`config.mk`:
```
export PLATFORM = sky130hd
export DESIGN_NAME = estagio_wb
export DESIGN_NICKNAME = d
export VERILOG_FILES = /design/src/rtl/estagio_wb_pkg.sv /design/src/rtl/wb_fila2.sv /design/src/rtl/estagio_wb.sv
export SDC_FILE = /design/constraint.sdc
export NUM_CORES = 1
export LEC_CHECK = 0
export CAP_MARGIN = 30
export CORE_ASPECT_RATIO = 1.2
export CORE_MARGIN = 5
export CORE_UTILIZATION = 30
export DETAILED_ROUTE_END_ITERATION = 8
export SYNTH_ARGS = -nofsm -noshare
export SYNTH_HDL_FRONTEND = slang
export SYNTH_SLANG_ARGS = --single-unit
```
`constraint.sdc`:
```
create_clock -name clock -period 2 [get_ports clock]
set_clock_uncertainty 0.2 [all_clocks]
set_input_delay 0.4 -clock clock [delete_from_list [all_inputs] [get_ports clock]]
set_output_delay 0.4 -clock clock [all_outputs]
set_load 0.01 [all_outputs]
```
`src/rtl/estagio_wb_pkg.sv`:
```
// Shared widths, queue state encoding and the pending-write payload for the write-back stage.
package estagio_wb_pkg;

  localparam int unsigned DATA_W = 32;
  localparam int unsigned REG_AW = 5;
  localparam int unsigned FILA_CW = 2;

  // Occupancy of the 2-entry pending-write queue; the encoding doubles as the entry count.
  typedef enum logic [FILA_CW-1:0] {
    VAZIA = 2'd0,
    UMA   = 2'd1,
    CHEIA = 2'd2
  } fila_estado_e;

  // One pending register-file write.
  typedef struct packed {
    logic [REG_AW-1:0] rd;
    logic [DATA_W-1:0] dado;
  } wb_entrada_t;

endpackage

```
`src/rtl/wb_fila2.sv`:
```
// Two-entry in-order FIFO of pending register writes; entry 0 is always the head.
module wb_fila2
  import estagio_wb_pkg::*;
(
  input  logic               clock,
  input  logic               reset_n,
  input  logic               push_i,
  input  logic               pop_i,
  input  wb_entrada_t        dado_i,
  output logic [FILA_CW-1:0] count_o,
  output wb_entrada_t        cabeca_o
);

  fila_estado_e state_q, state_d;
  wb_entrada_t  e0_q, e0_d;
  wb_entrada_t  e1_q, e1_d;

  // State and storage registers.
  always_ff @(posedge clock or negedge reset_n) begin
    if (!reset_n) begin
      state_q <= VAZIA;
      e0_q    <= '0;
      e1_q    <= '0;
    end else begin
      state_q <= state_d;
      e0_q    <= e0_d;
      e1_q    <= e1_d;
    end
  end

  // Next occupancy and entry movement; a pop shifts entry 1 into the head slot.
  always_comb begin
    state_d = state_q;
    e0_d    = e0_q;
    e1_d    = e1_q;
    unique case (state_q)
      VAZIA: begin
        if (push_i) begin
          e0_d    = dado_i;
          state_d = UMA;
        end
      end
      UMA: begin
        if (push_i && pop_i) begin
          e0_d = dado_i;
        end else if (push_i) begin
          e1_d    = dado_i;
          state_d = CHEIA;
        end else if (pop_i) begin
          state_d = VAZIA;
        end
      end
      CHEIA: begin
        if (pop_i) begin
          e0_d = e1_q;
          if (push_i) begin
            e1_d = dado_i;
          end else begin
            state_d = UMA;
          end
        end
      end
      default: state_d = VAZIA;
    endcase
  end

  assign count_o  = FILA_CW'(state_q);
  assign cabeca_o = e0_q;

endmodule

```
`src/rtl/estagio_wb.sv`:
```
// Write-back stage: selects the result, queues register writes, redirects fetch on jumps
// and squashes younger instructions for FLUSH_CICLOS cycles afterwards.
module estagio_wb
  import estagio_wb_pkg::*;
#(
  parameter int unsigned FLUSH_CICLOS = 2
) (
  input  logic              clock,
  input  logic              reset_n,
  input  logic              ex_valid,
  output logic              ex_ready,
  input  logic [DATA_W-1:0] ex_saida_ula,
  input  logic [DATA_W-1:0] ex_saida_mem,
  input  logic              ex_sel_mem,
  input  logic [REG_AW-1:0] ex_rd,
  input  logic              ex_escreve_reg,
  input  logic              ex_hab_jump,
  output logic              br_we,
  output logic [REG_AW-1:0] br_addr,
  output logic [DATA_W-1:0] br_data,
  input  logic              br_ready,
  output logic              pc_redir_valid,
  output logic [DATA_W-1:0] pc_redir_alvo,
  output logic [31:0]       instr_retiradas
);

  localparam int unsigned FLUSH_W = 3;
  localparam int unsigned CNT_W   = 32;

  logic [FLUSH_W-1:0] flush_q, flush_d;
  logic               redir_q, redir_d;
  logic [DATA_W-1:0]  alvo_q, alvo_d;
  logic [CNT_W-1:0]   ret_q, ret_d;

  logic [FILA_CW-1:0] fila_count;
  wb_entrada_t        fila_cabeca;
  wb_entrada_t        fila_entrada;
  logic               aceita;
  logic               push;
  logic               pop;

  // Ready depends only on registered state; while flushing everything is swallowed.
  assign ex_ready     = (fila_count < FILA_CW'(2)) || (flush_q != '0);
  assign aceita       = ex_valid && ex_ready && (flush_q == '0);
  assign push         = aceita && ex_escreve_reg && (ex_rd != '0) && !ex_hab_jump;
  assign br_we        = (fila_count != FILA_CW'(0));
  assign pop          = br_we && br_ready;
  assign fila_entrada = '{rd: ex_rd, dado: (ex_sel_mem ? ex_saida_mem : ex_saida_ula)};

  wb_fila2 u_fila (
    .clock    (clock),
    .reset_n  (reset_n),
    .push_i   (push),
    .pop_i    (pop),
    .dado_i   (fila_entrada),
    .count_o  (fila_count),
    .cabeca_o (fila_cabeca)
  );

  assign br_addr         = fila_cabeca.rd;
  assign br_data         = fila_cabeca.dado;
  assign pc_redir_valid  = redir_q;
  assign pc_redir_alvo   = alvo_q;
  assign instr_retiradas = ret_q;

  // Flush countdown, one-cycle redirect pulse, sticky target and retire count.
  always_comb begin
    flush_d = flush_q;
    redir_d = 1'b0;
    alvo_d  = alvo_q;
    ret_d   = ret_q;
    if (flush_q != '0) begin
      flush_d = flush_q - FLUSH_W'(1);
    end
    if (aceita) begin
      ret_d = ret_q + CNT_W'(1);
      if (ex_hab_jump) begin
        redir_d = 1'b1;
        alvo_d  = ex_saida_ula;
        flush_d = FLUSH_W'(FLUSH_CICLOS);
      end
    end
  end

  // Control registers.
  always_ff @(posedge clock or negedge reset_n) begin
    if (!reset_n) begin
      flush_q <= '0;
      redir_q <= 1'b0;
      alvo_q  <= '0;
      ret_q   <= '0;
    end else begin
      flush_q <= flush_d;
      redir_q <= redir_d;
      alvo_q  <= alvo_d;
      ret_q   <= ret_d;
    end
  end

endmodule

```
======== Word level (Yosys, flattened, before mapping) ========
Index checks and enable logic that the tools add are counted.
storage, ports and cells
  flip-flop bits (word level) ............. 144
  latch bits .............................. 0
  RAM bits ................................ 0
  memory bits (read-only) ................. 0
  output and inout bits ................... 104
  word-level logic and storage cells ...... 61
  memories ................................ 0
operators by class
  $add $sub $neg .......................... 2
  $mul .................................... 0
  divide/modulo/power cells ............... 0
  $lt $le $gt $ge ......................... 1
  equal/unequal tests ..................... 8
  shifts and indexed selects .............. 0
  multiplexer cells ....................... 21
  bitwise operators ....................... 0
  reduce and logical (&&, ||, !) cells .... 20
operators with widths
  kind                                                   number
  2-to-1 mux 37 bit                                      6
  case mux 37 bit (3 select lines)                       1
  case mux 37 bit (2 select lines)                       1
  adder 32 x 1 -> 32 bit, second input constant          1
  2-to-1 mux 32 bit                                      1
  2-to-1 mux 2 bit                                       6
  2-to-1 mux 3 bit                                       3
  logical AND 1 bit                                      7
  inequality test 2 x 1 -> 1 bit, second input constant  3
  case mux 2 bit (3 select lines)                        1
  nonzero test 3 bit                                     2
  AND reduction 5 bit                                    1
  nonzero test 5 bit                                     1
  inequality test 2 bit, second input constant           2
  AND reduction 4 bit                                    1
  nonzero test 2 bit                                     2
  zero test 3 bit                                        1
  inequality test 3 x 1 -> 1 bit, second input constant  1
  AND reduction 3 bit                                    1
  subtractor 3 x 1 -> 3 bit, second input constant       1
  == test 2 x 1 -> 1 bit, second input constant          1
  == test 2 bit, second input constant                   1
  zero test 2 bit                                        1
  < comparator 2 bit, second input constant              1
  other kinds (4)                                        5

======== Logic depth before layout (Yosys ltp) ========
  word-level depth ........................ 10
  gate-level depth with buffers ........... 8
  depth with buffers taken out ............ 6

======== Modules after synthesis ========
A second synthesis with hierarchy kept.
second synthesis, totals
  cells, all modules ...................... 469
  area, all modules ....................... 6,722.7 sq um
modules (own cells, without submodules)
  module      times used  cells an instance  area each (sq um)  seq. area each (sq um)
  wb_fila2    1           211                3,450.8            1,901.8
  estagio_wb  1           258                3,271.9            1,701.6

======== Worst setup path before layout ========
No wires, ideal clock.
  path type ............................... input-to-reg
  from .................................... in ex_rd[1]
  to ...................................... reg u_fila.e1_q[32] (netlist name)
  library setup time ...................... 127 ps
  arrival ................................. 1,885 ps
  required time ........................... 1,673 ps
  path slack .............................. -212 ps
  stages on the path ...................... 5
  path buffers ............................ 2
  cells stage by stage .................... or4_1 > buf_2 > o2111ai_4 > buf_4 > mux2_1
between the ends
  cells in the longest elaborated chain, start to end .. 6
  elaborated cells between the ends (all ways) .. 10
  those cells by class .................... eq/ne (1); mux (4); reduce/logical (5)
RTL lines
  what                                                                            line              text
  start, declared                                                                 estagio_wb.sv:15  input logic [REG_AW-1:0] ex_rd,
  nonzero test 5 bit (*)                                                          estagio_wb.sv:45  assign push = aceita && ex_escreve_reg && (ex_rd != '0) && !ex_hab_jump;
  logical AND 1 bit (*) (2 in a row)                                              estagio_wb.sv:45
  2-to-1 mux 37 bit / logical AND 1 bit (equally long branches)                   --
  2-to-1 mux 37 bit (tied with other cells)                                       --
  case mux 37 bit (2 select lines) / AND reduction 3 bit (equally long branches)  --
  end signal, assigned                                                            wb_fila2.sv:23    e1_q <= '0;
  end signal, assigned                                                            wb_fila2.sv:27    e1_q <= e1_d;
  end, declared                                                                   wb_fila2.sv:16    wb_entrada_t e1_q, e1_d;
Mark *: on every way between the ends. The rest lies on a longest branch, timed or not. The select of a mux whose other input is x is not followed.
A chain may end at the register's enable or synchronous reset.

======== Worst setup path in the final report ========
  from .................................... reg flush_q[1]
  to ...................................... reg u_fila.e0_q (netlist bit u_fila.cabeca_o[14])
between the ends
  cells in the longest elaborated chain, start to end .. 10
  elaborated cells between the ends (all ways) .. 12
  those cells by class .................... eq/ne (2); reduce/logical (10)
RTL lines
  what                                      line              text
  start, declared                           estagio_wb.sv:30  logic [FLUSH_W-1:0] flush_q, flush_d;
  start signal, assigned                    estagio_wb.sv:93  flush_q <= flush_d;
  nonzero test 3 bit                        estagio_wb.sv:43  assign ex_ready = (fila_count < FILA_CW'(2)) || (flush_q != '0);
  logical OR 1 bit                          estagio_wb.sv:43
  logical AND 1 bit                         estagio_wb.sv:44  assign aceita = ex_valid && ex_ready && (flush_q == '0);
  logical AND 1 bit (*)                     estagio_wb.sv:44
  logical AND 1 bit (*) (3 in a row)        estagio_wb.sv:45
  logical AND 1 bit                         wb_fila2.sv:44    if (push_i && pop_i) begin
  inequality test 2 x 1 -> 1 bit (no line)  --
  AND reduction 4 bit (no line) (*)         --
  end signal, assigned                      wb_fila2.sv:22    e0_q <= '0;
  end signal, assigned                      wb_fila2.sv:26    e0_q <= e0_d;
  end, declared                             wb_fila2.sv:15    wb_entrada_t e0_q, e0_d;
Mark *: on every way between the ends. The rest lies on a longest branch, timed or not.

==> key figures <==
Clocking
  • Cts bufs inserted: 17
  • Sink Count: 144
  • CTS root buf: clkbuf_16
  • Max Buffers Root-to-Sink: 2
  • H-tree lvl count: 4
  • Clk Latency, worst-skew pair: 0.42 ns
  • Clock transition at path regs: 0.06 ns
  • CTS tree: built

Worst hold path
  • Worst Hold Class: in2async

Power
  • Clock power share: 28.4%
  • Switching Share: 30.05%
  • P per Cell Area: 1033 nW/µm²
  • Pleak: 0.005110 µW
  • Worst VDD drop: 0.5669 mV
  • Sequential Power Share: 37.2%
  • Internal power: 8026 µW
  • Sw Pwr: 3448 µW
  • Gate power share: 34.4%

Logic synthesis
  • Post-synth ARST share: 100.0%
  • Sequential fraction of the synthesis area: 55.07%
  • Synth Register Bits: 144
  • Prevailing post-synth register cell: dfrtp_1
  • Cells after Synth: 548
  • Mean post-synth cell area: 11.94 µm²
  • Number of flops mapped to enable cells by yosys: 0
  • Synth warnings: 0
  • Post-synthesis net count: 627
  • Post-Syn Area: 6544 µm²
  • Count of cell types in the netlist: 43

Critical path
  • Max FO, Critical Path: 7
  • Slowest CP cell: dfrtp_1
  • Worst Setup End Kind: flop
  • Worst endpoint required time: 2.11 ns
  • WS Path Type: reg2reg
  • Max incr delay on CP: 0.39 ns
  • CP cell instances: inv_2 -> ha_4 -> and4bb_4 -> buf_6 -> o211ai_4 -> buf_12 -> a21o_4 -> a31o_2
  • Crit path arrival time: 2.20 ns
  • Startpoint Class: flop

Layout
  • Final core utilization: 51.54%
  • Area of the multi-input gates: 3573 µm²
  • Share of post-route cells with drive strength above 1: 39.53%
  • Area delta synth->final: 69.77%
  • Commonest non-fill, non-tap cells in the layout: 137 x dfrtp_1, 131 x clkdlybuf4s50_1, 52 x mux2_2
  • Leading cell type in the layout, fill and taps excluded: dfrtp_1
  • Register Area: 3612 µm²
  • Layout Nets: 878
  • Filler cell count: 1840

Routing
  • Routed vias/inst: 5.105
  • Drt pass-1 iters: 5
  • Iteration-0 DRC Markers: 360
  • Via count: 5549
  • DRC viols: 0
  • Wire length per cell: 20.23 µm
  • Wirelength, routed: 21990 µm
  • Antenna viol nets, final: 0

Run
  • MaxCap Viol Count: 0

Place
  • IO Port Bufs: 179
  • Detailed placement HPWL: 13810 µm
  • GPL Wtd Cong: 0.7815
  • Post-place setup slack: -0.6414 ns

Global routing
  • GRT Total Usage: 16.74%
  • Vias in the first global route: 5877
  • GRT overflow: 0
  • Largest net degree at the start of global routing: 55
  • Initial antenna violation count: 1
  • First-pass GRT wire length: 32490 µm

Floorplan
  • Starting Density: 30.36%
  • Std-Cell Rows: 59
  • Die Wd: 144.8 µm
  • Die ar.: 24880 µm²
  • Die height: 171.8 µm
  • # IOs: 180
  • Core ar.: 21560 µm²

Status
  • Status: complete, but fails checks
  • Failing checks: setup timing

STA
  • Slew @ Worst Pin: 0.6101 ns
  • TNS Setup: -1.692 ns
  • Min cycle time layout: 2.089 ns
  • Slew HR: 59.21%
  • Fmax: 478.8 MHz
  • Final period util: 104.4%
  • Hold Vio Cnt, Final: 0
  • RSZ-0062 raised after global routing: true
  • Final setup fails: 55
  • Fin. max-slew vios: 0
  • Final setup margin: -0.08857 ns
  • Fin Hold WS: 0.2156 ns
worst max-delay path, delay by kind of cell (launching register included):
kind,cells,cell delay (ns)
simple gates,1,0.28
fa+ha+maj,1,0.13
compound gates,3,0.59
buf+inv,3,0.36
flops,1,0.39
final cells by class:
class | instances | share of cell area (%)
inverters | 28 | 0.9461
repair buffers | 264 | 25.92
clock buffers | 20 | 3.931
flip-flops and latches | 144 | 32.51
diodes | 1 | 0.02253
multi-input cells | 344 | 32.17
clock inverters | 12 | 1.419
well taps | 274 | 3.086
worst paths after layout:
kind / to / depth (start not counted) / from / slack [ns]
worst max-delay path: u_fila.cabeca_o[14] / 8 / flush_q[1] / -0.09
worst min-delay path: pc_redir_alvo[26] / 2 / reset_n / 0.22
worst max register to register: u_fila.cabeca_o[14] / 8 / flush_q[1] / -0.09
worst min register to register: instr_retiradas[31] / 1 / instr_retiradas[31] / 0.27
max in group asynchronous: u_fila.cabeca_o[26] / 3 / reset_n / 0.79
min in group clock: instr_retiradas[31] / 1 / instr_retiradas[31] / 0.27
per-stage QoR:
| step | std cells | instance area [µm²] | power (µW) |
|---|---|---|---|
| 5_1_grt | 1087 | 11110 | 12040 |
| 3_5_place_dp | 1015 | 9261 | 7838 |
| 4_1_cts | 1076 | 10490 | 11300 |
| 2_1_floorplan | 548 | 6760 | 5597 |
| 3_3_place_gp | 1015 | 9261 | 7724 |
| 6_report | 1087 | 11110 | 11470 |
Yosys cell counts, types with 12 or more instances:
cell type | n | share of area [%]
nand2_1 | 49 | 2.8
xor2_1 | 20 | 2.7
o21ai_0 | 23 | 1.8
a32oi_1 | 14 | 1.9
mux2_1 | 14 | 2.4
inv_1 | 28 | 1.6
dfrtp_1 | 144 | 55
clkbuf_1 | 16 | 0.92
o32ai_1 | 23 | 3.1
xnor2_1 | 12 | 1.6
nand4_1 | 13 | 1.2
mux2_2 | 53 | 9.1
mux2i_1 | 18 | 2.8
a31o_1 | 14 | 1.9
routing by layer:
metal / wire (µm) / up-vias / track usage (%) / part of all wire [%]
met5: 0 / - / 0 / 0
met4: 471 / 0 / 7.262 / 2.1
met3: 1222 / 30 / 3.170 / 5.6
met2: 11300 / 172 / 27.89 / 51
met1: 8993 / 2836 / 21.11 / 41
li1: - / 2511 / - / -
power by group through the flow:
| stage | Combinational, µW | Sequential, µW | Clock (µW) |
|---|---|---|---|
| floorplan | 1140 | 4460 | 0 |
| global placement | 3530 | 4200 | 0 |
| detailed placement | 3600 | 4240 | 0 |
| CTS | 3770 | 4220 | 3320 |
| global route | 4220 | 4360 | 3460 |
| finish | 3940 | 4270 | 3260 |
kinds of logic (layout without fill, tap and decap cells):
logic type | after synthesis | after routing | share of synthesized area [%]
simple gates | 114 | 114 | 8.719
fa+ha+maj | 3 | 3 | 0.5737
other cells | 0 | 1 | 0
buf+inv | 63 | 324 | 4.570
mux | 85 | 85 | 14.28
xor+xnor | 32 | 32 | 4.283
flops | 144 | 144 | 55.07
compound gates | 107 | 110 | 12.50
what timing repair did:
item / in CTS / in global routing
hold buffers: 1 / 0
setup buffers: 21 / 7
endpoints found under the hold margin: 106 / 0
resized for setup: 137 / 120
pin swaps: 23 / 59
endpoints found under the setup margin: 162 / 145
cloned: 7 / 8
registers in the layout, summed over array words and instances (netlist names):
signal	cells
u_fila.cabeca_o	37
u_fila.e1_q	37
instr_retiradas	32
pc_redir_alvo	32
flush_q	3
u_fila.count_o	2
pc_redir_valid	1
Note: power is estimated with default switching activity, not from simulation.
